## config.mk

```make
export PLATFORM = sky130hd
export DESIGN_NAME = sha_round_counter_flat
export DESIGN_NICKNAME = d
export VERILOG_FILES = /design/src/rtl/sha_ctrl_pkg.sv /design/src/rtl/sha_round_counter_if.sv /design/src/rtl/sha_round_counter.sv /design/src/flat_wrapper.sv
export SDC_FILE = /design/constraint.sdc
export NUM_CORES = 1
export LEC_CHECK = 0
export ABC_AREA = 0
export CORE_AREA = 5 5 42 44
export CTS_CLUSTER_DIAMETER = 80
export DETAILED_ROUTE_END_ITERATION = 16
export DIE_AREA = 0 0 47 49
export PLACE_DENSITY = 0.8
export SYNTH_ARGS = -nofsm -noshare
export SYNTH_HDL_FRONTEND = slang
export SYNTH_SLANG_ARGS = --single-unit
export TNS_END_PERCENT = 30
```

## constraint.sdc

```tcl
create_clock -name clk -period 4.5 [get_ports clk]
set_input_delay 1.125 -clock clk [delete_from_list [all_inputs] [get_ports clk]]
set_output_delay 1.125 -clock clk [all_outputs]
set_load 0.02 [all_outputs]
```

## src/rtl/sha_ctrl_pkg.sv

```systemverilog
// Shared SHA-2 control definitions: round-counter state encoding and round counts.
package sha_ctrl_pkg;

  typedef enum logic [1:0] {
    IDLE = 2'd0,
    RUN  = 2'd1,
    DONE = 2'd2
  } rcnt_state_t;

  localparam int SHA512_ROUNDS = 80;
  localparam int SHA256_ROUNDS = 64;

  localparam int RCNT_WIDTH_DEFAULT = 7;   // enough for 0..79
  localparam int RCNT_WIDTH_SHA256  = 6;   // enough for 0..63

endpackage

```

## src/rtl/sha_round_counter_if.sv

```systemverilog
// Control/status bundle between the SHA core controller and the round counter.
interface sha_round_counter_if #(
  parameter int WIDTH = 7
);
  logic             start;
  logic             stall;
  logic             abort;
  logic [WIDTH-1:0] count;
  logic             busy;
  logic             last;
  logic             done;

  modport master (output start, stall, abort, input count, busy, last, done);
  modport slave  (input start, stall, abort, output count, busy, last, done);
endinterface

```

## src/rtl/sha_round_counter.sv

```systemverilog
// Round/step counter with IDLE/RUN/DONE control for the SHA-2 round datapath.
// Define SHA_RCNT_DONE_PULSE_EN to make done a one-cycle pulse instead of a level.
module sha_round_counter
  import sha_ctrl_pkg::*;
#(
  parameter int WIDTH       = RCNT_WIDTH_DEFAULT,
  parameter int MAX_COUNT   = SHA512_ROUNDS - 1,
  parameter int START_VALUE = 0
) (
  input  logic                clk,
  input  logic                reset,
  sha_round_counter_if.slave  bus
);

  if ((MAX_COUNT >> WIDTH) != 0 || START_VALUE > MAX_COUNT || START_VALUE < 0) begin : g_param_chk
    $error("sha_round_counter: need START_VALUE <= MAX_COUNT < 2**WIDTH");
  end

  localparam logic [WIDTH-1:0] MAX_C   = WIDTH'(MAX_COUNT);
  localparam logic [WIDTH-1:0] START_C = WIDTH'(START_VALUE);

  rcnt_state_t      state_q, state_d;
  logic [WIDTH-1:0] count_q, count_d;
  logic             done_q,  done_d;

  always_ff @(posedge clk or posedge reset) begin
    if (reset) begin
      state_q <= IDLE;
      count_q <= START_C;
      done_q  <= 1'b0;
    end else begin
      state_q <= state_d;
      count_q <= count_d;
      done_q  <= done_d;
    end
  end

  // abort beats start beats stall beats increment
  always_comb begin
    state_d = state_q;
    count_d = count_q;
    done_d  = done_q;
    if (bus.abort) begin
      state_d = IDLE;
      count_d = START_C;
      done_d  = 1'b0;
    end else if (bus.start) begin
      state_d = RUN;
      count_d = START_C;
      done_d  = 1'b0;
    end else begin
      case (state_q)
        IDLE: begin
          count_d = START_C;
          done_d  = 1'b0;
        end
        RUN: begin
          if (!bus.stall) begin
            if (count_q == MAX_C) begin
              state_d = DONE;
              count_d = START_C;
              done_d  = 1'b1;
            end else begin
              count_d = count_q + WIDTH'(1);
            end
          end
        end
        DONE: begin
`ifdef SHA_RCNT_DONE_PULSE_EN
          done_d = 1'b0;   // state lingers in DONE, the flag does not
`else
          done_d = 1'b1;
`endif
        end
        default: begin
          state_d = IDLE;
          count_d = START_C;
          done_d  = 1'b0;
        end
      endcase
    end
  end

  assign bus.count = count_q;
  assign bus.busy  = (state_q == RUN);
  assign bus.last  = bus.busy & (count_q == MAX_C);
  assign bus.done  = done_q & ~bus.start;

endmodule

```

## src/flat_wrapper.sv

```systemverilog
// flat-port wrapper written by rule: the top's interface ports become plain ports
module sha_round_counter_flat import sha_ctrl_pkg::*;
#(
  parameter int WIDTH       = RCNT_WIDTH_DEFAULT,
  parameter int MAX_COUNT   = SHA512_ROUNDS - 1,
  parameter int START_VALUE = 0
)
  (clk, reset, bus_start, bus_stall, bus_abort, bus_count, bus_busy, bus_last, bus_done);
  sha_round_counter_if #(.WIDTH(WIDTH)) bus_i ();
  input  logic clk;
  input  logic reset;
  input wire logic [$bits(bus_i.start)-1:0] bus_start;
  input wire logic [$bits(bus_i.stall)-1:0] bus_stall;
  input wire logic [$bits(bus_i.abort)-1:0] bus_abort;
  output wire logic [$bits(bus_i.count)-1:0] bus_count;
  output wire logic [$bits(bus_i.busy)-1:0] bus_busy;
  output wire logic [$bits(bus_i.last)-1:0] bus_last;
  output wire logic [$bits(bus_i.done)-1:0] bus_done;
  assign bus_i.start = bus_start;
  assign bus_i.stall = bus_stall;
  assign bus_i.abort = bus_abort;
  assign bus_count = bus_i.count;
  assign bus_busy = bus_i.busy;
  assign bus_last = bus_i.last;
  assign bus_done = bus_i.done;
  sha_round_counter #(.WIDTH(WIDTH), .MAX_COUNT(MAX_COUNT), .START_VALUE(START_VALUE)) u_core (.clk(clk), .reset(reset), .bus(bus_i));
endmodule
```

==> results of run 1 <==
cell families (layout without fill, tap and decap cells):
logic type               after synthesis  in the layout  share of synthesized area [%]
multiplexers                           1              1                           1.62
AO/OA/AOI/OAI                         18             18                           20.6
flip-flops                            10             10                           40.5
AND/OR/NAND/NOR                       26             26                           25.3
adder cells (fa/ha/maj)                4              4                           8.10
buffers and inverters                  6             23                           3.85
routing by layer:
layer | up-vias | part of all wire (%) | global-route usage (%)
li1 | 278 | - | -
met1 | 273 | 44 | 17.4
met2 | 19 | 48 | 20.1
met3 | 3 | 6.5 | 2.21
met4 | 0 | 1.8 | 5.99
met5 | - | 0 | 0
metrics by stage:
| stage | utilization [%] | hold WS, ps | cells | cell area (µm²) | worst slack [ps] |
|---|---|---|---|---|---|
| after floorplan | - | 531 | 65 | 618 | 1920 |
| after global placement | 55.2 | 510 | 94 | 773 | 905 |
| after detailed placement | 55.2 | 534 | 94 | 773 | 870 |
| after CTS | 57.8 | 551 | 98 | 810 | 860 |
| after global routing | 57.8 | 575 | 98 | 810 | 828 |
| final | 57.8 | 547 | 98 | 810 | 860 |
sequential cells by signal, indices dropped and copies added (netlist names):
signal and cells:
u_core.done_q 1, u_core.state_q 2, u_core.bus.count 7
worst min-delay path, stage by stage (launching register included):
cell,delay [ps]
dfrtp_1,380
nand2_1,60
o31ai_1,70
where the power goes:
group	internal [µW]	switching, µW
sequential	91.2	1.35
combinational	10.7	12.7
clock	49.2	35.3
total	151	49.4
cell type report:
cell class / instances / area [µm²] / area share (%)
Inverter: 5 / 18.8 / 2.32
Tap cell: 16 / 20.0 / 2.47
Sequential cell: 10 / 250 / 30.9
Clock buffer: 4 / 36.3 / 4.48
Timing Repair Buffer: 14 / 140 / 17.3
Multi-Input combinational cell: 49 / 344 / 42.5
worst paths after layout:
check | from | endpoint | cells after the start
worst min-delay path | u_core.bus.count[1]$_DFFE_PP0P_ | u_core.bus.count[1]$_DFFE_PP0P_ | 2
worst min register to register | u_core.bus.count[1]$_DFFE_PP0P_ | u_core.bus.count[1]$_DFFE_PP0P_ | 2
max in group asynchronous | reset | u_core.state_q[0]$_DFFE_PP0P_ | 2
worst max register to register | u_core.state_q[1]$_DFFE_PP0P_ | u_core.bus.count[5]$_DFFE_PP0P_ | 5
worst max-delay path | bus_start | bus_done | 3
min in group asynchronous | reset | u_core.bus.count[1]$_DFFE_PP0P_ | 2
layout by cell type (no fill, tap or decap), types with 2 or more instances in the layout:
cell             netlist  routed
nand2_1                4       4
o31ai_1                2       2
clkdlybuf4s50_1        0      14
nor3_1                 7       7
a21oi_1                2       2
dfrtp_1               10      10
nand2b_1               2       2
o31ai_2                2       2
clkbuf_4               0       3
nand3_1                2       2
o21ai_0                6       6
and2b_2                2       2
ha_1                   4       4
inv_1                  5       5
==> results.md, run 1 <==
* Yosys cell types at 29
* Diode count at 0
* HPWL after DPL at roughly 1000 µm
* Post-synth EDFFs at 0
* RSZ-0062 raised after global routing: false
* Root Buffer: clkbuf_4
* Slew @ Worst Pin at 833 ps
* Largest net degree at the start of global routing at 11
* Status: finished clean
* Worst-path fanout max at 8
* CP Launch Type: input port
* Max transition margin at between 40 and 50%
* Critical Path Sink Type: output port
* Final Hold Fails at 0
* Row cnt at 14
* Pre-antenna DRT Iters at 5
* Net Count, Synth at 74
* Port-buffer cells at 14
* Core Area at 1400 µm²
* Flop-to-flop setup slack at roughly 2500 ps
* Synth warn at 0
* Period minus WS final at 3640 ps
* Yosys reg bits at 10
* Vias per cell at roughly 6
* Critical path's top delay family: buffers and inverters
* Top post-synthesis cells by count: dfrtp_1, nor3_1, o21ai_0
* Slowest cell delay on critical path at 600 ps
* Buf/Inv on CP at 2
* Htree depth at 1
* Vias after detailed routing at roughly 570
* Max Fclk at approximately 270 MHz
* Setup TNS at 0 ps
* CTS Buf Count at 3
* IO Pins at 15
* Starting DRT DRC Count at 18
* # hold bufs at CTS at 0
* Final setup violation count at 0
* Asr flop ratio synth at 100%
* Nets at slightly above 90
* Initial core utilization at between 40 and 50%
* Die Span X at around 47 µm
* Number of post-CTS setup repair buffers at 0
* Top cell type's share of synthesized area at 40.5%
* Type of the most critical hold path: flop to flop
* Drt wl/cell at between 10 and 15 µm
* Die Area at 2300 µm²
* Crit-path cells: clkdlybuf4s50_1, and2b_2, clkdlybuf4s50_1
* Routability Congestion at between 0.7 and 0.8
* Clk slew on worst S/H paths at around 70 ps
* Power per cell area at ~250 nW/µm²
* First-pass GRT wire length at 2250 µm
* Drt total wl at 1370 µm
* GRT Residual Overflow at 0
* Maxcap violations at 0
* Gate Count Post-Synth at 65
* Setup CP Type: input port to output port
* Slowest-stage cell, CP: clkdlybuf4s50_1
* Post-synthesis sequential area ratio at 40.5%
* Final period util at 80.9%
* Req. time, crit path at between 3000 and 4000 ps
* Synth Area per Inst at 9.51 µm²
* Initial antenna violation count at 0
* TritonCTS clock tree: yes
* CP most frequent cell: clkdlybuf4s50_1
* Clock Path Buffers at 2
* Layout overhead on the synthesized area at 31.0%
* Ys flop type: dfrtp_1
* Routed Antenna Nets at 0
* Fin. max-slew vios at 0
* Largest cells by area after synthesis: dfrtp_1, ha_1, nor3_1
* Die Ht at 49 µm
* Most frequent cell after synthesis: dfrtp_1
* Post-Syn Area at 618 µm²
* CTS Sinks at 10
* Critical path arrival at 2520 ps
* Layout filler cell count at 128
* Clk_lat worst skew at 270 ps
* Max VDD drop at 0.140 mV
* Pleak at 0.000334 µW
* PostCTS Resize Cnt at 0
* Yosys top cell by area: dfrtp_1
* Layout cells sized above 1 at 12.2%
* Total power at roughly 200 µW
* DRC at 0
* Vias in the first global route at approximately 540
* Clk_skew at approximately 1.9 ps
* Global-route usage over all layers at 13.1%
(Power assumes the default switching activity.)
==> run 2: changes to the inputs <==
CORE_AREA = unset   (was 5 5 42 44)
CORE_MARGIN = 5   (was unset)
CORE_UTILIZATION = 46   (was unset)
DIE_AREA = unset   (was 0 0 47 49)
PLACE_DENSITY = 0.79   (was 0.8)
clock period = 3.4 ns   (was 4.5 ns; I/O delays follow)
==> run 2 against run 1 <==
Compared with the run above: flip-flop and latch count did not move; via count fell by 3.7%; final cell count fell by 1.0%; global-route usage rose by 2.6 points; setup slack got worse by 590 ps; clock power fell by 9.1%; sequential power rose by 32%; non-clock buffer count rose by 1; critical path depth rose by 2; total power rose by 15%; sequential share of layout area rose by 0.29 points; critical endpoint is now bus_last; largest cell class unchanged; largest power group unchanged.
==> results.md, run 2 (synthesized netlist as in run 1, its figures left out) <==
* Status: finished clean
* Layout overhead on the synthesized area at 29.8%
* Core Area at 1280 µm² (-8.3%)
* Hold Crit Depth at 2 (unchanged)
* Fin. max-slew vios at 0 (unchanged)
* RSZ-0062 raised after global routing: false
* Vias per cell at 5.69 (-2.7%)
* Final period util at 92.2%
* Total power at 230 µW (+15%)
* Initial antenna violation count at 0 (unchanged)
* Nets at 93 (+1.1%)
* Port-buffer cells at 14 (unchanged)
* Die Ht at 46.7 µm (-4.8%)
* Pleak at 0.000332 µW (-0.53%)
* CP Launch Type: flop
* Hold path start: u_core.bus.count[1]$_DFFE_PP0P_
* Max transition margin at 62.3% (+18 points)
* Starting DRT DRC Count at 14 (-4)
* Initial core utilization at 48.1% (+4.0 points)
* Clk_lat worst skew at 260 ps (about the same)
* Clock Path Buffers at 2 (unchanged)
* Req. time, crit path at 2550 ps (-830 ps)
* CTS Sinks at 10 (unchanged)
* Drt wl/cell at 14.3 µm (+2.1%)
* Max reg flops at 7 (unchanged)
* Worst-path fanout max at 6 (-2)
* Clk slew on worst S/H paths at 60 ps (about the same)
* Routed Antenna Nets at 0 (unchanged)
* PostCTS Resize Cnt at 0 (unchanged)
* GRT Residual Overflow at 0 (unchanged)
* Vias in the first global route at 566 (+5.8%)
* Number of post-CTS setup repair buffers at 0 (unchanged)
* Htree depth at 1 (unchanged)
* Routability Congestion at 0.874 (+11%)
* Power per cell area at 287 nW/µm² (+16%)
* Commonest non-fill, non-tap cell in the layout: clkdlybuf4s50_1
* DRC at 0 (unchanged)
* Clk_skew at 9.02 ps (+7.16 ps)
* Most frequent cells in the layout: clkdlybuf4s50_1, dfrtp_1, nor3_1
* R2r worst-path depth at 5 (unchanged)
* Drt total wl at 1390 µm (+1.1%)
* Pre-antenna DRT Iters at 4 (-1)
* Setup TNS at 0 ps (unchanged)
* Critical Path Sink Type: output port
* Global-route usage over all layers at 15.7% (+2.6 points)
* # hold bufs at CTS at 0 (unchanged)
* Critical path arrival at 2290 ps (-230 ps)
* WHS at 524 ps (-22.4 ps)
* Max Fclk at 319 MHz
* Root Buffer: clkbuf_4
* Final setup violation count at 0 (unchanged)
* IO Pins at 15 (unchanged)
* Max VDD drop at 0.189 mV (+35%)
* Final Cell Area at 802 µm² (-0.93%)
* Setup CP Type: flop to output port
* Period minus WS final at 3140 ps
* Area after DPL at 779 µm² (+0.81%)
* First-pass GRT wire length at 2310 µm (+2.8%)
* Slew @ Worst Pin at 558 ps (-275 ps)
* TritonCTS clock tree: yes
* Row cnt at 13 (-1)
* Layout cells sized above 1 at 12.2% (unchanged)
* Worst r2r src: u_core.state_q[1]$_DFFE_PP0P_
* Final Hold Fails at 0 (unchanged)
* CTS Buf Count at 3 (unchanged)
* Crit path launch: u_core.bus.count[0]$_DFFE_PP0P_
* HPWL after DPL at 1090 µm (+8.8%)
* Largest net degree at the start of global routing at 11 (unchanged)
* Diode count at 0 (unchanged)
* Maxcap violations at 0 (unchanged)
* Die Area at 2180 µm² (-5.5%)
* Die Span X at 46.7 µm (-0.73%)
* Vias after detailed routing at 552 (-3.7%)
* Type of the most critical hold path: flop to flop
run 2: cell count changes in the layout (fill, tap and decap cells not counted), sizes merged:
cell,previous run,this run
buf,0,1
clkbuf,4,3
run 2: final cells by class:
class / count / area, µm²
Clock buffer: 3 / 22.5
Fill cell: 128 / 483
Inverter: 5 / 18.8
Multi-Input combinational cell: 49 / 344
Sequential cell: 10 / 250
Tap cell: 15 / 18.8
Timing Repair Buffer: 15 / 148
run 2: metal layers:
layer | part of all wire, % | wire [µm] | vias up | track usage [%]
met5 | 0 | 0 | - | 0
met4 | 2.4 | 33 | 0 | 7.18
met3 | 5.9 | 82 | 4 | 7.42
met2 | 51 | 702 | 15 | 27.2
met1 | 41 | 567 | 254 | 15.9
li1 | - | - | 279 | -
run 2: worst max-delay path, cell delays in order (launching register included):
cell             delay, ps
dfrtp_1                410
ha_1                   200
nand3_1                220
nor3_1                 420
and2_1                 180
clkdlybuf4s50_1        590
run 2: metrics by stage:
| stage | util [%] | cells | setup slack, ps |
|---|---|---|---|
| 5_1_grt | 62.4 | 97 | 103 |
| 6_report | 62.4 | 97 | 265 |
| 2_1_floorplan | - | 65 | 1090 |
| 3_5_place_dp | 60.7 | 94 | 304 |
| 4_1_cts | 62.4 | 97 | 240 |
| 3_3_place_gp | 60.7 | 94 | 346 |
run 2: final timing paths:
check                                                        to  slack [ps]
worst min register to register  u_core.bus.count[1]$_DFFE_PP0P_         520
worst max-delay path                                   bus_last         260
max in group asynchronous         u_core.state_q[1]$_DFFE_PP0P_        2220
worst min-delay path            u_core.bus.count[1]$_DFFE_PP0P_         520
worst max register to register  u_core.bus.count[5]$_DFFE_PP0P_        1470
min in group asynchronous       u_core.bus.count[6]$_DFFE_PP0P_         870
run 2: power breakdown:
part,internal (µW),leakage [µW],switching [µW]
Combinational,14.4,0.000180,16.7
Sequential,121,0.000138,1.55
Clock,40.7,0.0000138,36.3
